--- config.mk ---
export PLATFORM = sky130hd
export DESIGN_NAME = lz77_encoder
export DESIGN_NICKNAME = d
export VERILOG_FILES = /design/src/rtl/lz77_encoder.sv
export SDC_FILE = /design/constraint.sdc
export NUM_CORES = 1
export LEC_CHECK = 0
export ABC_AREA = 0
export CORE_MARGIN = 2
export CORE_UTILIZATION = 40
export CTS_CLUSTER_DIAMETER = 80
export DETAILED_ROUTE_END_ITERATION = 6
export DONT_BUFFER_PORTS = 1
export GPL_ROUTABILITY_DRIVEN = 0
export PLACE_DENSITY = 0.56
export SYNTH_ARGS = -nofsm -noshare
export SYNTH_HDL_FRONTEND = slang
export SYNTH_SLANG_ARGS = --single-unit
--- constraint.sdc ---
create_clock -name clk -period 28.2 [get_ports clk]
set_clock_uncertainty 0.1 [all_clocks]
set_input_delay 7.05 -clock clk [delete_from_list [all_inputs] [get_ports clk]]
set_output_delay 7.05 -clock clk [all_outputs]
set_load 0.01 [all_outputs]
--- src/rtl/lz77_encoder.sv ---
// lz77_encoder: streaming LZ77 compressor emitting (code_pos, code_len, char_nxt) triples.
// Define LZ77_ENC_PARALLEL_SEARCH_EN to score all 9 candidates in a single SEARCH cycle.
module lz77_encoder #(
    parameter int WSEARCH = 9,
    parameter int WLOOK = 8,
    parameter int WCHAR = 8,
    parameter logic [WCHAR-1:0] END_SGN = 8'h24
) (
    input  logic             clk,
    input  logic             reset,
    input  logic [WCHAR-1:0] chardata,
    input  logic             in_valid,
    output logic             in_ready,
    output logic             valid,
    output logic             encode,
    output logic [3:0]       code_pos,
    output logic [2:0]       code_len,
    output logic [WCHAR-1:0] char_nxt,
    output logic             finish
);
    typedef enum logic [1:0] {S_FILL, S_SEARCH, S_EMIT, S_DONE} state_t;
    state_t r_state, w_state_n;
    logic [WCHAR-1:0] r_srch [WSEARCH];
    logic [WCHAR-1:0] r_look [WLOOK];
    logic [WCHAR-1:0] w_e [WSEARCH+WLOOK];
    logic [3:0] r_lcnt, w_lcnt_n, w_fin_pos, r_code_pos;
    logic [2:0] r_cnt, w_lim, w_fin_len, r_code_len;
    logic [WCHAR-1:0] r_char_nxt;
    logic r_eos, w_eos_n, w_acc, w_emit, w_go_search, w_search_last, w_emit_last, w_load;
    logic r_in_ready, r_valid, r_finish, w_in_ready_n, w_valid_n, w_finish_n;

    // w_e is the history stream oldest-first: srch[8..0] followed by look[0..7],
    // so candidate p starts at w_e[8-p] and the lookahead starts at w_e[9].
    function automatic logic [2:0] f_len(input logic [WCHAR-1:0] e [WSEARCH+WLOOK],
                                         input logic [3:0] p, input logic [2:0] lim);
        logic [2:0] n;
        logic run;
        n = '0;
        run = 1'b1;
        for (int j = 0; j < WLOOK-1; j++) begin
            run = run && (3'(j) < lim) && (e[5'(WSEARCH + j)] == e[5'(WSEARCH-1) - 5'(p) + 5'(j)]);
            n = n + 3'(run);
        end
        return n;
    endfunction

    for (genvar g = 0; g < WSEARCH; g++) begin : g_s
        assign w_e[g] = r_srch[WSEARCH-1-g];
    end
    for (genvar g = 0; g < WLOOK; g++) begin : g_l
        assign w_e[WSEARCH+g] = r_look[g];
    end

    assign w_acc       = in_valid && r_in_ready;
    assign w_emit      = r_state == S_EMIT;
    assign w_lcnt_n    = r_lcnt + 4'(w_acc) - 4'(w_emit);
    assign w_eos_n     = r_eos || (w_acc && chardata == END_SGN);
    assign w_go_search = w_lcnt_n == 4'(WLOOK) || (w_eos_n && w_lcnt_n != 4'd0);
    assign w_lim       = r_lcnt >= 4'(WLOOK) ? 3'(WLOOK-1) : 3'(r_lcnt - 4'd1);
    assign w_emit_last = r_cnt == r_code_len;

`ifdef LZ77_ENC_PARALLEL_SEARCH_EN
    logic [2:0] w_plen [WSEARCH];
    for (genvar g = 0; g < WSEARCH; g++) begin : g_p
        assign w_plen[g] = f_len(w_e, 4'(g), w_lim);
    end
    assign w_search_last = 1'b1;
    always_comb begin
        w_fin_pos = '0;
        w_fin_len = '0;
        for (int p = 0; p < WSEARCH; p++) begin
            w_fin_pos = w_plen[p] > w_fin_len ? 4'(p) : w_fin_pos;
            w_fin_len = w_plen[p] > w_fin_len ? w_plen[p] : w_fin_len;
        end
    end
`else
    logic [3:0] r_p, r_best_pos;
    logic [2:0] r_best_len, w_cand_len;
    assign w_cand_len    = f_len(w_e, r_p, w_lim);
    assign w_search_last = r_p == 4'(WSEARCH-1);
    assign w_fin_pos     = w_cand_len > r_best_len ? r_p : r_best_pos;
    assign w_fin_len     = w_cand_len > r_best_len ? w_cand_len : r_best_len;
    always_ff @(posedge clk) begin
        if (reset || r_state != S_SEARCH) begin
            r_p        <= '0;
            r_best_pos <= '0;
            r_best_len <= '0;
        end else begin
            r_p        <= r_p + 4'd1;
            r_best_pos <= w_fin_pos;
            r_best_len <= w_fin_len;
        end
    end
`endif

    always_ff @(posedge clk) begin
        if (reset) r_state <= S_FILL;
        else r_state <= w_state_n;
    end

    always_comb begin
        w_state_n = r_state;
        case (r_state)
            S_FILL:   w_state_n = w_go_search ? S_SEARCH : S_FILL;
            S_SEARCH: w_state_n = w_search_last ? S_EMIT : S_SEARCH;
            S_EMIT:   w_state_n = !w_emit_last ? S_EMIT : r_char_nxt == END_SGN ? S_DONE :
                                  w_go_search ? S_SEARCH : S_FILL;
            default:  w_state_n = S_DONE;
        endcase
    end

    // Outputs are registered, so they are derived from the next-cycle state.
    always_comb begin
        w_in_ready_n = !w_eos_n && (w_state_n == S_EMIT ||
                                    (w_state_n == S_FILL && w_lcnt_n < 4'(WLOOK)));
        w_valid_n    = w_state_n == S_EMIT;
        w_finish_n   = w_state_n == S_DONE;
        w_load       = r_state == S_SEARCH && w_search_last;
    end

    always_ff @(posedge clk) begin
        if (reset) begin
            for (int i = 0; i < WSEARCH; i++) r_srch[i] <= '0;
            r_lcnt     <= '0;
            r_eos      <= 1'b0;
            r_cnt      <= '0;
            r_in_ready <= 1'b0;
            r_valid    <= 1'b0;
            r_finish   <= 1'b0;
            r_code_pos <= '0;
            r_code_len <= '0;
            r_char_nxt <= '0;
        end else begin
            if (w_emit) begin
                r_srch[0] <= r_look[0];
                for (int i = 1; i < WSEARCH; i++) r_srch[i] <= r_srch[i-1];
                for (int i = 0; i < WLOOK-1; i++) r_look[i] <= r_look[i+1];
            end
            if (w_acc) r_look[3'(r_lcnt - 4'(w_emit))] <= chardata;
            r_lcnt     <= w_lcnt_n;
            r_eos      <= w_eos_n;
            r_cnt      <= w_emit ? r_cnt + 3'd1 : 3'd0;
            r_in_ready <= w_in_ready_n;
            r_valid    <= w_valid_n;
            r_finish   <= w_finish_n;
            if (w_load) begin
                r_code_pos <= w_fin_pos;
                r_code_len <= w_fin_len;
                r_char_nxt <= r_look[w_fin_len];
            end
        end
    end

    assign in_ready = r_in_ready;
    assign valid    = r_valid;
    assign encode   = r_valid;
    assign code_pos = r_code_pos;
    assign code_len = r_code_len;
    assign char_nxt = r_char_nxt;
    assign finish   = r_finish;
endmodule

==> results.json, run 1 <==
{
  "ant_nets": 0,
  "ys_seq_elements": 175,
  "ioPinCount": 30,
  "first_pass_iters": 6,
  "drive_gt1_share_pct": 20.2,
  "die_area_um2": 39400,
  "core_um2": 37500,
  "fin_crit_sh_pct": 38.8,
  "ir_drop_mv": 0.0419,
  "clk_transition_reported_paths_ns": 0.07,
  "run_status": "complete, no violations",
  "cpLargestDelayFamily": "adder cells",
  "crit_fanout": 53,
  "port_buffers": 0,
  "n_antenna_cell": 0,
  "synth_area_leaders": "edfxtp_1, mux4_2, mux2i_1",
  "leakage_uw": 0.00530,
  "synth_cell_type_count": 85,
  "ctsHoldBuffers": 0,
  "setup_ws_ns": 17.27,
  "min_from": "r_cnt[0]$_SDFF_PN0_",
  "dpl.hpwl_mm": 35.8,
  "overflow": 0,
  "synth_top_area_share_pct": 27.0,
  "synth_ff_type": "edfxtp_1",
  "clkLatencyLatePin_ns": 0.46,
  "root_buffer": "clkbuf_16",
  "fin_crit_ns": 10.93,
  "die_w_um": 198,
  "cts-resized-gates": 0,
  "hold_slack_ns": 0.377,
  "worst_pin_slew_ns": 1.37,
  "grt_pass1_wl_mm": 73.7,
  "grt_pass1_vias": 11183,
  "maxSlewViolCount": 0,
  "grt_max_degree": 74,
  "drt_iter0_markers": 1448,
  "synth_edf_count": 136,
  "wirelength_mm": 50.0,
  "criticalPathCategory": "flop to flop",
  "yosysSeqAreaShare_pct": 32.2,
  "startpoint": "r_p[0]$_SDFF_PP0_",
  "htree_levels": 4,
  "required_ns": 28.48,
  "grt_use_total_pct": 25.6,
  "hold_path.class": "flop to flop",
  "fin_nets": 1376,
  "final_area_um2": 16000,
  "cp-end-kind": "flop",
  "cts.sinks": 175,
  "critPathMostFrequentCell": "inv_1",
  "reg2reg_from": "r_p[0]$_SDFF_PP0_",
  "ys_warn_count": 0,
  "via_per_inst": 6.55,
  "power.density_nw_per_um2": 66.0,
  "rsz0062_at_grt": "no",
  "tns_ns": 0,
  "critPathMaxStageDelay_ns": 1.12,
  "cp_data_arrival_time_ns": 11.21,
  "slew_headroom_pct": 6.90,
  "yosys.area.top_type": "edfxtp_1",
  "clockBufferDepth": 2,
  "die_h_um": 198,
  "wl_per_cell_um": 26.8,
  "critical_path_buf_inv_count": 9,
  "setup_viol": 0,
  "avgSynthCellArea_um2": 10.6,
  "place_area_um2": 15400,
  "num_vias": 12226,
  "antenna_found_initial": 1,
  "critPathLaunchType": "flop",
  "syn_area_um2": 15100,
  "cts_setup_buffers": 0,
  "fmax_ghz": 0.0915,
  "dpl_worst_slack_ns": 17.40,
  "cts_tree": "done",
  "drv_cap": 0,
  "numCtsBuffers": 17,
  "start_util_pct": 40.4,
  "worst_path_max_delay_cell": "mux2i_2",
  "syn2layout_area_growth_pct": 5.98,
  "drc": 0,
  "finalHoldViolCount": 0,
  "rows": 71,
  "synth_async_sr_flop_share_pct": 0,
  "syn_inst": 1429,
  "synth_nets": 1462
}
==> layer usage <==
layer	vias to the layer above	track usage (%)	routed length [um]
met2	730	37.2	21300
met4	2	15.3	3290
met3	175	5.02	4980
met5	-	0	8
li1	5296	-	-
met1	6023	35.4	20400
==> path summary, 6_finish.rpt <==
path                                    to  depth (start not counted)  slack, ns
setup / recovery  char_nxt[3]$_SDFFE_PP0P_                         32      17.27
hold / removal         r_cnt[0]$_SDFF_PN0_                          1       0.38
hold reg to reg        r_cnt[0]$_SDFF_PN0_                          1       0.38
setup reg to reg  char_nxt[3]$_SDFFE_PP0P_                         32      17.27
==> power breakdown <==
part | leakage, uW | switching (uW) | total, uW | internal [uW]
Combinational | 0.00337 | 277 | 502 | 225
Sequential | 0.00163 | 17.9 | 303 | 285
Clock | 0.000292 | 112 | 253 | 141
==> per-stage QoR <==
stage	power, uW	std cells	util [%]
global route	1100	1867	42.8
floorplan	684	1429	-
CTS	1050	1867	42.8
detailed placement	798	1835	41.1
finish	1060	1867	42.8
global placement	795	1835	41.1
==> layout by cell type (no fill, tap or decap), types with 7 or more instances in the layout <==
cell | netlist | layout
dfxtp_1 | 39 | 38
nand2_1 | 88 | 88
nand4_1 | 10 | 10
ha_1 | 17 | 16
a311oi_1 | 9 | 9
nand3_1 | 33 | 33
nor2b_1 | 13 | 13
a31oi_1 | 29 | 29
o22ai_1 | 9 | 9
o21ai_0 | 41 | 41
buf_4 | 13 | 22
edfxtp_1 | 136 | 136
nor4b_1 | 10 | 10
nor4_1 | 11 | 11
a211oi_1 | 40 | 40
inv_1 | 52 | 52
mux2_2 | 86 | 86
a21oi_1 | 47 | 47
mux2i_1 | 98 | 95
a22oi_1 | 7 | 7
xnor2_1 | 32 | 32
nor2_1 | 103 | 102
and2_1 | 90 | 90
xor2_1 | 22 | 22
nor3_1 | 22 | 22
clkbuf_16 | 0 | 17
mux4_2 | 112 | 112
and3_1 | 10 | 10
==> cell usage after synthesis, types with 5 or more instances <==
cell type / instances
edfxtp_1: 136
mux4_2: 112
nor2_1: 103
mux2i_1: 98
and2_1: 90
nand2_1: 88
mux2_2: 86
clkbuf_1: 71
inv_1: 52
a21oi_1: 47
o21ai_0: 41
a211oi_1: 40
dfxtp_1: 39
nand3_1: 33
xnor2_1: 32
a31oi_1: 29
buf_2: 28
nor3_1: 22
xor2_1: 22
ha_1: 17
buf_1: 13
buf_4: 13
nor2b_1: 13
nor4_1: 11
and3_1: 10
nand4_1: 10
nor4b_1: 10
a311oi_1: 9
o22ai_1: 9
a22oi_1: 7
nand2b_1: 7
or2_2: 6
fa_1: 5
nor3b_1: 5
nor4bb_1: 5
o211ai_1: 5
o31a_1: 5
o32ai_1: 5
or3_1: 5
==> area by class of cell <==
class	count	area, um^2
Inverter	53	199
Sequential cell	175	4870
Multi-Input combinational cell	1074	9550
Tap cell	511	639
Clock buffer	18	429
Timing Repair Buffer	22	165
Fill cell	3584	21500
Clock inverter	14	181
==> cell families (layout without fill, tap and decap cells) <==
group	after synthesis	after routing	synth area share, %
AOI/OAI and AO/OA	257	257	11.7
xor gates and xnor gates	61	61	4.09
adders and majority gates	23	23	2.13
buffers and inverters	180	107	5.12
DFF	175	175	32.2
muxes	297	297	29.7
and+or+nand+nor	436	436	15.1
==> state kept, by name, indices dropped and copies added, names as in the netlist <==
register	cells
r_eos	1
r_state	2
finish	1
r_best_pos	4
code_len	3
in_ready	1
r_p	4
r_lcnt	4
r_best_len	3
r_look	64
encode	1
r_srch	72
r_cnt	3
char_nxt	8
code_pos	4
Note: power is estimated with default switching activity, not from simulation.
==> run 2, diff against run 1 <==
--- a/config.mk
+++ b/config.mk
@@ -12,7 +12,7 @@
 export DETAILED_ROUTE_END_ITERATION = 6
 export DONT_BUFFER_PORTS = 1
 export GPL_ROUTABILITY_DRIVEN = 0
-export PLACE_DENSITY = 0.56
+export PLACE_DENSITY = 0.58
 export SYNTH_ARGS = -nofsm -noshare
 export SYNTH_HDL_FRONTEND = slang
 export SYNTH_SLANG_ARGS = --single-unit
==> constraint.sdc (replaced) <==
create_clock -name clk -period 9.74 [get_ports clk]
set_clock_uncertainty 0.1 [all_clocks]
set_input_delay 2.435 -clock clk [delete_from_list [all_inputs] [get_ports clk]]
set_output_delay 2.435 -clock clk [all_outputs]
set_load 0.01 [all_outputs]
==> results.json, run 2 (synthesized netlist as in run 1, its figures left out) <==
{
  "clockBufferDepth": 2,
  "drv_cap": 0,
  "wl_per_cell_um": 27.0,
  "power.density_nw_per_um2": 189,
  "largest-register": "r_srch",
  "cp-end-kind": "flop",
  "finalHoldViolCount": 0,
  "slew_headroom_pct": 20.8,
  "ant_nets": 0,
  "via_per_inst": 6.60,
  "ctsHoldBuffers": 0,
  "required_ns": 10.01,
  "critPathLaunchType": "flop",
  "worst_path_max_delay_cell": "mux4_2",
  "grt_pass1_wl_mm": 74.9,
  "cp_data_arrival_time_ns": 9.33,
  "fin_crit_sh_pct": 93.0,
  "grt_use_total_pct": 26.0,
  "dpl.hpwl_mm": 36.3,
  "ioPinCount": 30,
  "leakage_uw": 0.00539,
  "fin_crit_ns": 9.06,
  "maxSlewViolCount": 0,
  "worst_pin_slew_ns": 1.16,
  "fin_nets": 1395,
  "criticalPathCategory": "flop to flop",
  "utilization_pct": 43.2,
  "first_pass_iters": 6,
  "hold_path.class": "flop to flop",
  "die_area_um2": 39400,
  "antenna_found_initial": 0,
  "grt_pass1_vias": 11551,
  "die_h_um": 198,
  "n_antenna_cell": 0,
  "clkLatencyLatePin_ns": 0.47,
  "htree_levels": 4,
  "tns_ns": 0,
  "cts.sinks": 175,
  "drive_gt1_share_pct": 21.6,
  "syn2layout_area_growth_pct": 7.15,
  "start_util_pct": 40.4,
  "cts_setup_buffers": 0,
  "port_buffers": 0,
  "drt_iter0_markers": 1593,
  "wirelength_mm": 51.0,
  "num_vias": 12452,
  "dpl_worst_slack_ns": 0.689,
  "largest_register_ffs": 72,
  "final_common_cell": "edfxtp_1",
  "critPathMaxStageDelay_ns": 0.58,
  "clk_transition_reported_paths_ns": 0.08,
  "core_um2": 37500,
  "nFillCells": 3553,
  "ir_drop_mv": 0.106,
  "crit_fanout": 103,
  "drc": 0,
  "rsz0062_at_grt": "no",
  "setup_ws_ns": 0.680,
  "mostFrequentLayoutCells": "edfxtp_1, mux4_2, nor2_1, mux2i_1, and2_1",
  "overflow": 0,
  "root_buffer": "clkbuf_16",
  "run_status": "complete, no violations",
  "fmax_ghz": 0.110,
  "cts_tree": "done",
  "die_w_um": 198,
  "setup_viol": 0,
  "grt_max_degree": 104,
  "rows": 71,
  "numCtsBuffers": 17
}
==> run 2: report_power, final <==
part | total [uW] | internal [uW] | switching [uW]
sequential | 865 | 826 | 39.8
clock | 686 | 341 | 345
combinational | 1510 | 671 | 836
total | 3060 | 1840 | 1220
==> run 2: critical path: cells and delay by family, from the launching register on <==
kind,cells,cell delay (ns)
buffers and inverters,8,1.67
adders and majority gates,6,2.36
AOI/OAI and AO/OA,7,1.55
and+or+nand+nor,5,1.39
xor gates and xnor gates,2,0.67
DFF,1,0.38
muxes,2,0.80
==> run 2: cell type report <==
cell class                 count  area (um^2)  share of cell area (%)
inverter                      53          199                    1.23
clock inverter                14          146                   0.903
clock buffer                  18          429                    2.65
timing repair buffer          39          318                    1.96
tap                          511          639                    3.94
multi-input combinational   1076         9610                    59.3
sequential                   175         4870                    30.0
==> run 2: worst paths after layout <==
check                                    startpoint                       end  slack, ns  cells after the start
worst max-delay path              r_p[0]$_SDFF_PP0_  char_nxt[2]$_SDFFE_PP0P_       0.68                     30
worst min-delay path            r_cnt[0]$_SDFF_PN0_       r_cnt[0]$_SDFF_PN0_       0.36                      1
worst max register to register    r_p[0]$_SDFF_PP0_  char_nxt[2]$_SDFFE_PP0P_       0.68                     30
worst min register to register  r_cnt[0]$_SDFF_PN0_       r_cnt[0]$_SDFF_PN0_       0.36                      1
==> run 2: what timing repair did <==
| action | 4_1_cts | 5_1_grt |
|---|---|---|
| resized for setup | 0 | 3 |
| endpoints found under the hold margin | 0 | 0 |
| endpoints found under the setup margin | 0 | 1 |
==> run 2: layer usage <==
metal	wire [um]	GRT usage [%]	up-vias
li1	-	-	5354
met1	20300	35.0	6127
met2	22300	39.0	785
met3	5440	5.90	186
met4	2980	13.7	0
met5	0	0	-
==> run 2: metrics by stage <==
step                      hold slack, ns  area [um^2]  total power (uW)  instances
after floorplan                    0.330        15100              1980       1429
after global placement             0.347        15600              2340       1852
after detailed placement           0.352        15600              2350       1852
after CTS                          0.369        16200              3030       1884
after global routing               0.376        16200              3180       1886
final                              0.364        16200              3060       1886
